--- src/rtl/mips_pkg.sv ---
// Shared MIPS core definitions: memory opcodes, memory-stage FSM states and opcode helpers.
package mips_pkg;

    localparam logic [5:0] OP_LW  = 6'b100011;
    localparam logic [5:0] OP_SW  = 6'b101011;
    localparam logic [5:0] OP_LBU = 6'b100100;
    localparam logic [5:0] OP_SB  = 6'b101000;

    typedef enum logic [0:0] {
        IDLE,
        ACCESS
    } mem_state_t;

    function automatic logic is_mem_op(input logic [5:0] op);
        return (op == OP_LW) || (op == OP_SW) || (op == OP_LBU) || (op == OP_SB);
    endfunction

    function automatic logic is_store_op(input logic [5:0] op);
        return (op == OP_SW) || (op == OP_SB);
    endfunction

endpackage

--- src/rtl/mem_align.sv ---
// Byte-lane steering for data memory: store byte enables/data and load byte extraction.
module mem_align
    import mips_pkg::*;
(
    input  logic [5:0]  opcode,
    input  logic [1:0]  offset,
    input  logic [31:0] store_data,
    input  logic [31:0] rdata,
    output logic [3:0]  be,
    output logic [31:0] wdata,
    output logic [31:0] load_data
);

    always_comb begin
        be        = 4'b0000;
        wdata     = 32'h0;
        load_data = 32'h0;
        case (opcode)
            OP_SW: begin
                be    = 4'b1111;
                wdata = store_data;
            end
            OP_SB: begin
                be    = 4'b0001 << offset;
                wdata = {4{store_data[7:0]}};
            end
            OP_LW: begin
                be        = 4'b1111;
                load_data = rdata;
            end
            OP_LBU: begin
                be        = 4'b0001 << offset;
                load_data = {24'h0, rdata[8*offset +: 8]};
            end
            default: ;
        endcase
    end

endmodule

--- src/rtl/mem_stage.sv ---
// MIPS memory-access stage: runs LW/SW/LBU/SB over a req/ack data-memory port.
// Optional ack timeout with sticky bus_err is enabled by defining MEM_TIMEOUT_EN.
module mem_stage
    import mips_pkg::*;
#(
    parameter int unsigned TIMEOUT_CYCLES = 16,
    parameter int unsigned DATA_W         = 32
) (
    input  logic              clk,
    input  logic              rst,
    input  logic              in_valid,
    input  logic [5:0]        in_opcode,
    input  logic [DATA_W-1:0] in_alu_result,
    input  logic [DATA_W-1:0] in_store_data,
    input  logic [4:0]        in_rd,
    input  logic              in_reg_write,
    output logic              stall,
    output logic              dmem_req,
    output logic              dmem_we,
    output logic [DATA_W-1:0] dmem_addr,
    output logic [DATA_W-1:0] dmem_wdata,
    output logic [3:0]        dmem_be,
    input  logic              dmem_ack,
    input  logic [DATA_W-1:0] dmem_rdata,
    output logic              out_valid,
    output logic [DATA_W-1:0] out_data,
    output logic [4:0]        out_rd,
    output logic              out_reg_write,
    output logic              bus_err
);

    mem_state_t        state_q, state_d;
    logic [5:0]        op_q, op_d;
    logic [1:0]        off_q, off_d;
    logic [4:0]        rd_q, rd_d;
    logic              rw_q, rw_d;
    logic [DATA_W-1:0] addr_q, addr_d;
    logic [DATA_W-1:0] store_q, store_d;
    logic              out_valid_q, out_valid_d;
    logic [DATA_W-1:0] out_data_q, out_data_d;
    logic [4:0]        out_rd_q, out_rd_d;
    logic              out_rw_q, out_rw_d;
    logic [DATA_W-1:0] load_data;

`ifdef MEM_TIMEOUT_EN
    localparam int unsigned TimerW = $clog2(TIMEOUT_CYCLES + 1);
    logic [TimerW-1:0] timer_q, timer_d;
    logic              bus_err_q, bus_err_d;
`endif

    mem_align u_align (
        .opcode     (op_q),
        .offset     (off_q),
        .store_data (store_q),
        .rdata      (dmem_rdata),
        .be         (dmem_be),
        .wdata      (dmem_wdata),
        .load_data  (load_data)
    );

    always_comb begin
        state_d     = state_q;
        op_d        = op_q;
        off_d       = off_q;
        rd_d        = rd_q;
        rw_d        = rw_q;
        addr_d      = addr_q;
        store_d     = store_q;
        out_valid_d = 1'b0;
        out_data_d  = out_data_q;
        out_rd_d    = out_rd_q;
        out_rw_d    = 1'b0;
`ifdef MEM_TIMEOUT_EN
        timer_d     = '0;
        bus_err_d   = bus_err_q;
`endif
        unique case (state_q)
            IDLE: begin
                if (in_valid && is_mem_op(in_opcode)) begin
                    state_d = ACCESS;
                    op_d    = in_opcode;
                    off_d   = in_alu_result[1:0];
                    addr_d  = {in_alu_result[DATA_W-1:2], 2'b00};
                    store_d = in_store_data;
                    rd_d    = in_rd;
                    rw_d    = in_reg_write;
                end else if (in_valid) begin
                    out_valid_d = 1'b1;
                    out_data_d  = in_alu_result;
                    out_rd_d    = in_rd;
                    out_rw_d    = in_reg_write;
                end
            end
            ACCESS: begin
`ifdef MEM_TIMEOUT_EN
                timer_d = timer_q + TimerW'(1);
`endif
                if (dmem_ack) begin
                    state_d     = IDLE;
                    out_valid_d = 1'b1;
                    out_rd_d    = rd_q;
                    if (is_store_op(op_q)) begin
                        out_data_d = '0;
                        out_rw_d   = 1'b0;
                    end else begin
                        out_data_d = load_data;
                        out_rw_d   = rw_q;
                    end
                end
`ifdef MEM_TIMEOUT_EN
                // Give up on the access and hand writeback a harmless no-op result.
                else if (timer_q == TimerW'(TIMEOUT_CYCLES - 1)) begin
                    state_d     = IDLE;
                    out_valid_d = 1'b1;
                    out_data_d  = '0;
                    out_rd_d    = rd_q;
                    out_rw_d    = 1'b0;
                    bus_err_d   = 1'b1;
                end
`endif
            end
            default: state_d = IDLE;
        endcase
    end

    always_ff @(posedge clk) begin
        if (rst) begin
            state_q     <= IDLE;
            op_q        <= '0;
            off_q       <= '0;
            rd_q        <= '0;
            rw_q        <= 1'b0;
            addr_q      <= '0;
            store_q     <= '0;
            out_valid_q <= 1'b0;
            out_data_q  <= '0;
            out_rd_q    <= '0;
            out_rw_q    <= 1'b0;
        end else begin
            state_q     <= state_d;
            op_q        <= op_d;
            off_q       <= off_d;
            rd_q        <= rd_d;
            rw_q        <= rw_d;
            addr_q      <= addr_d;
            store_q     <= store_d;
            out_valid_q <= out_valid_d;
            out_data_q  <= out_data_d;
            out_rd_q    <= out_rd_d;
            out_rw_q    <= out_rw_d;
        end
    end

`ifdef MEM_TIMEOUT_EN
    always_ff @(posedge clk) begin
        if (rst) begin
            timer_q   <= '0;
            bus_err_q <= 1'b0;
        end else begin
            timer_q   <= timer_d;
            bus_err_q <= bus_err_d;
        end
    end
    assign bus_err = bus_err_q;
`else
    assign bus_err = 1'b0;
`endif

    assign stall         = (state_q == ACCESS) || (in_valid && is_mem_op(in_opcode));
    assign dmem_req      = (state_q == ACCESS);
    assign dmem_we       = (state_q == ACCESS) && is_store_op(op_q);
    assign dmem_addr     = addr_q;
    assign out_valid     = out_valid_q;
    assign out_data      = out_data_q;
    assign out_rd        = out_rd_q;
    assign out_reg_write = out_rw_q;

endmodule

--- config.mk ---
export PLATFORM = sky130hd
export DESIGN_NAME = mem_stage
export DESIGN_NICKNAME = d
export VERILOG_FILES = /design/src/rtl/mips_pkg.sv /design/src/rtl/mem_align.sv /design/src/rtl/mem_stage.sv
export SDC_FILE = /design/constraint.sdc
export NUM_CORES = 1
export LEC_CHECK = 0
export ABC_AREA = 1
export CORE_ASPECT_RATIO = 1.75
export CORE_UTILIZATION = 48
export DETAILED_ROUTE_END_ITERATION = 7
export PLACE_DENSITY = 0.87
export SETUP_SLACK_MARGIN = 0.15
export SLEW_MARGIN = 0
export SYNTH_ARGS = -nofsm -noshare
export SYNTH_HDL_FRONTEND = slang
export SYNTH_SLANG_ARGS = --single-unit
--- constraint.sdc ---
create_clock -name clk -period 2.2 [get_ports clk]
set_input_delay 0.44 -clock clk [delete_from_list [all_inputs] [get_ports clk]]
set_output_delay 0.44 -clock clk [all_outputs]
set_load 0.02 [all_outputs]
==> metrics.md <==
| Metric | Value |
|---|---|
| Setup crit start | op_q[3] |
| Mux cell area share after synthesis | 0 |
| Routed length per instance | 17.12 um |
| Clock buffer count from CTS | 17 |
| Commonest non-fill, non-tap cell in the layout | nand2_1 |
| Post-Synth XOR/XNOR Area | 0 |
| GRT Total Usage | 0.3420 |
| Switch share | 0.2734 |
| Sequential fraction of design power | 0.389 |
| Tcrit/Tclk final | 1.007 |
| Worst relative slew slack | 0.6487 |
| Reg-to-Reg Start | op_q[4] |
| Largest family of logic cells by synthesized area | simple AND/OR/NAND/NOR gates |
| DRT antenna net count | 0 |
| Area contributors post-synth | dfxtp_1 (41%), nand2_1 (18%), nor2_1 (11%) |
| Post-synth top area cell | dfxtp_1 |
| Mapped Cells | between 800 and 900 |
| Crit path kind | reg2out |
| Drc violations | 14 |
| Fin. Hold Viols | 0 |
| Number of flops mapped to enable cells by yosys | 0 |
| IO Port Bufs | 219 |
| DRT iter0 DRCs | about 430 |
| Combinational cell fraction of total power | 0.159 |
| Sw power | 1.576 mW |
| Clk pwr share | 0.452 |
| Worst-path clk slew | about 50 ps |
| Max FO, Critical Path | 6 |
| Final #Nets | 1,238 |
| Fin Clk Skew | 6.253 ps |
| Die height | 146.0 um |
| Asr flop ratio synth | 0 |
| Vias | between 7,000 and 8,000 |
| Pre-antenna DRT Iters | 8 |
| Lkg Pwr | 4.030 nW |
| Max-cap viol count | 0 |
| Commonest non-fill, non-tap cells in the layout | nand2_1 (259), clkdlybuf4s50_1 (175), nor2_1 (153) |
| Primary FF master, synth | dfxtp_1 |
| Synth Area in Adders | 0 |
| Initial antenna violation count | 1 |
| Largest net degree at the start of global routing | between 100 and 150 |
| Final slew viol count | 0 |
| Top-area cell type share of the netlist area | 0.4082 |
| Worst Path Required | 1760 ps |
| Crit. End Element | output pin |
| Final min period | 2216 ps |
| Worst-skew pair later-pin latency | 410 ps |
| Vias in the first global route | 6,742 |
| Placement row count | 52 |
| Core area | 0.01158 sq mm |
| Yosys reg bits | 116 |
| Total negative slack | -15.57 ps |
| Pwr/cell area | 623.1 mW/mm^2 |
| Violated checks | design-rule violations, negative setup slack |
| Global-route wire length before repair | 32,780 um |
| GPL Wtd Cong | 0.9420 |
| CTS Sinks | between 100 and 150 |
| Final Worst Setup Slack | -15.57 ps |
| Total gr overflow | 0 |
| Clock Tree Root | clkbuf_16 |
| Layout area overhead | 62.57% |
| Synth warn | 0 |
| H-tree Lvls | 4 |
| Worst vdd ir | 0.6649 mV |
| Worst-Margin Slew | 527.0 ps |
| Simple-Gate Fraction of Synth Area | 0.3778 |
| RSZ-0062 raised after global routing | yes |
| Die X | 84.30 um |
| Synth cell types | 24 |
| Status | finished with violations |
| Syn_area_per_cell | 6.357 sq um |
| Startpoint Class | register |
| Hold Crit Class | in2reg |
| Worst endpoint data arrival time | 1780 ps |
| Hold Startpoint | in_opcode[3] |
| DR vias/cell | 5.497 |
| Achievable frequency | 451.4 MHz |
| Area of the die | about 0.012 sq mm |
| Int Pwr | about 4.2 mW |
| Max Root-Sink Buffers | 2 |
| Final cell utilization of the core | 0.7986 |
| Post-Syn Area | 0.005689 sq mm |
| Initial Util | 0.4912 |
| Sequential fraction of the synthesis area | 0.4082 |
| Total Wirelength | 21,830 um |
| Compound-Gate Fraction of Synth Area | 0.1210 |
| I/O pins | roughly 220 |
| Layout cell share with drive strength beyond 1 | 0.1773 |
| HPWL Detailed | 14,150 um |
| Final setup violation count | 1 |
| CTS tree | yes |
[power groups by stage]
| stage | clock, mW | combinational [mW] | sequential [mW] |
|---|---|---|---|
| after floorplan | 0 | 0.310 | 2.36 |
| after global placement | 0 | 0.865 | 2.28 |
| after detailed placement | 0 | 0.873 | 2.28 |
| after CTS | 2.62 | 0.892 | 2.24 |
| after global routing | 2.71 | 0.980 | 2.25 |
| final | 2.60 | 0.915 | 2.24 |
[final timing paths]
check | endpoint | slack, ps | cells after the start
worst min register to register | rd_q[1] | 460 | 2
worst max register to register | out_data[31] | 450 | 9
worst min-delay path | op_q[3] | 420 | 3
worst max-delay path | dmem_wdata[21] | -20 | 7
[metal layers]
metal | vias up | GRT usage | wire (um)
li1 | 3336 | - | -
met3 | 90 | 0.07405 | 1551
met2 | 362 | 0.6348 | 11690
met1 | 3221 | 0.3262 | 7022
met4 | 0 | 0.2440 | 1564
met5 | - | 0 | 0
[cell usage after synthesis, types with 4 or more instances]
library cell  number
o21ai_0           68
nor2_1           163
inv_2              5
inv_1             44
nand2_1          270
clkinv_1           4
nand3_1           39
buf_2             14
nand3b_1           8
a21oi_1           49
o21ai_1           10
buf_1              4
clkbuf_1          38
buf_4              8
nand4_1           41
dfxtp_1          116
o31ai_1            4
[state kept, by name (all words and copies together) (netlist names)]
name	count
op_q	6
dmem_addr	30
off_q	2
dmem_req	1
out_reg_write	1
rw_q	1
out_data	32
out_valid	1
out_rd	5
rd_q	5
store_q	32
[cell type report]
| type | count | area, sq um |
|---|---|---|
| Antenna cell | 1 | 2.502 |
| Clock buffer | 17 | 425.4 |
| Clock inverter | 15 | 131.4 |
| Fill cell | 807 | 2332 |
| Inverter | 53 | 209.0 |
| Multi-Input combinational cell | 661 | 3203 |
| Sequential cell | 116 | 2331 |
| Tap cell | 135 | 168.9 |
| Timing Repair Buffer | 277 | 2778 |
[what timing repair did]
item | in CTS | in global routing
endpoints found under the setup margin | 38 | 38
cloned | 2 | 2
pin swaps | 11 | 10
gates resized for setup | 239 | 114
setup buffers | 12 | 4
hold buffers | 0 | 0
[stage by stage]
step,worst slack [ps],total power [mW],cells,area (sq um),hold slack (ps)
6_report,-15.57,5.763,1275,9249,419.2
5_1_grt,-96.52,5.946,1275,9249,435.6
4_1_cts,72.96,5.756,1268,8817,456.6
3_5_place_dp,-163.2,3.156,1222,8125,436.2
3_3_place_gp,-123.2,3.146,1222,8125,432.6
2_1_floorplan,232.0,2.673,897,5697,416.8
[worst max-delay path: stages (launching register included)]
cell	delay (ps)
dfxtp_2	340
inv_2	50
nor2_4	150
buf_6	130
nand3_4	160
clkbuf_16	230
o21ai_2	130
buf_4	160
[logic make-up (layout without fill, tap and decap cells)]
| group | count (synthesis) | count (layout) |
|---|---|---|
| buffers and inverters | 121 | 362 |
| other | 1 | 4 |
| AOI/OAI and AO/OA | 134 | 135 |
| DFF | 116 | 116 |
| and+or+nand+nor | 523 | 523 |
Note: power is estimated with default switching activity, not from simulation.
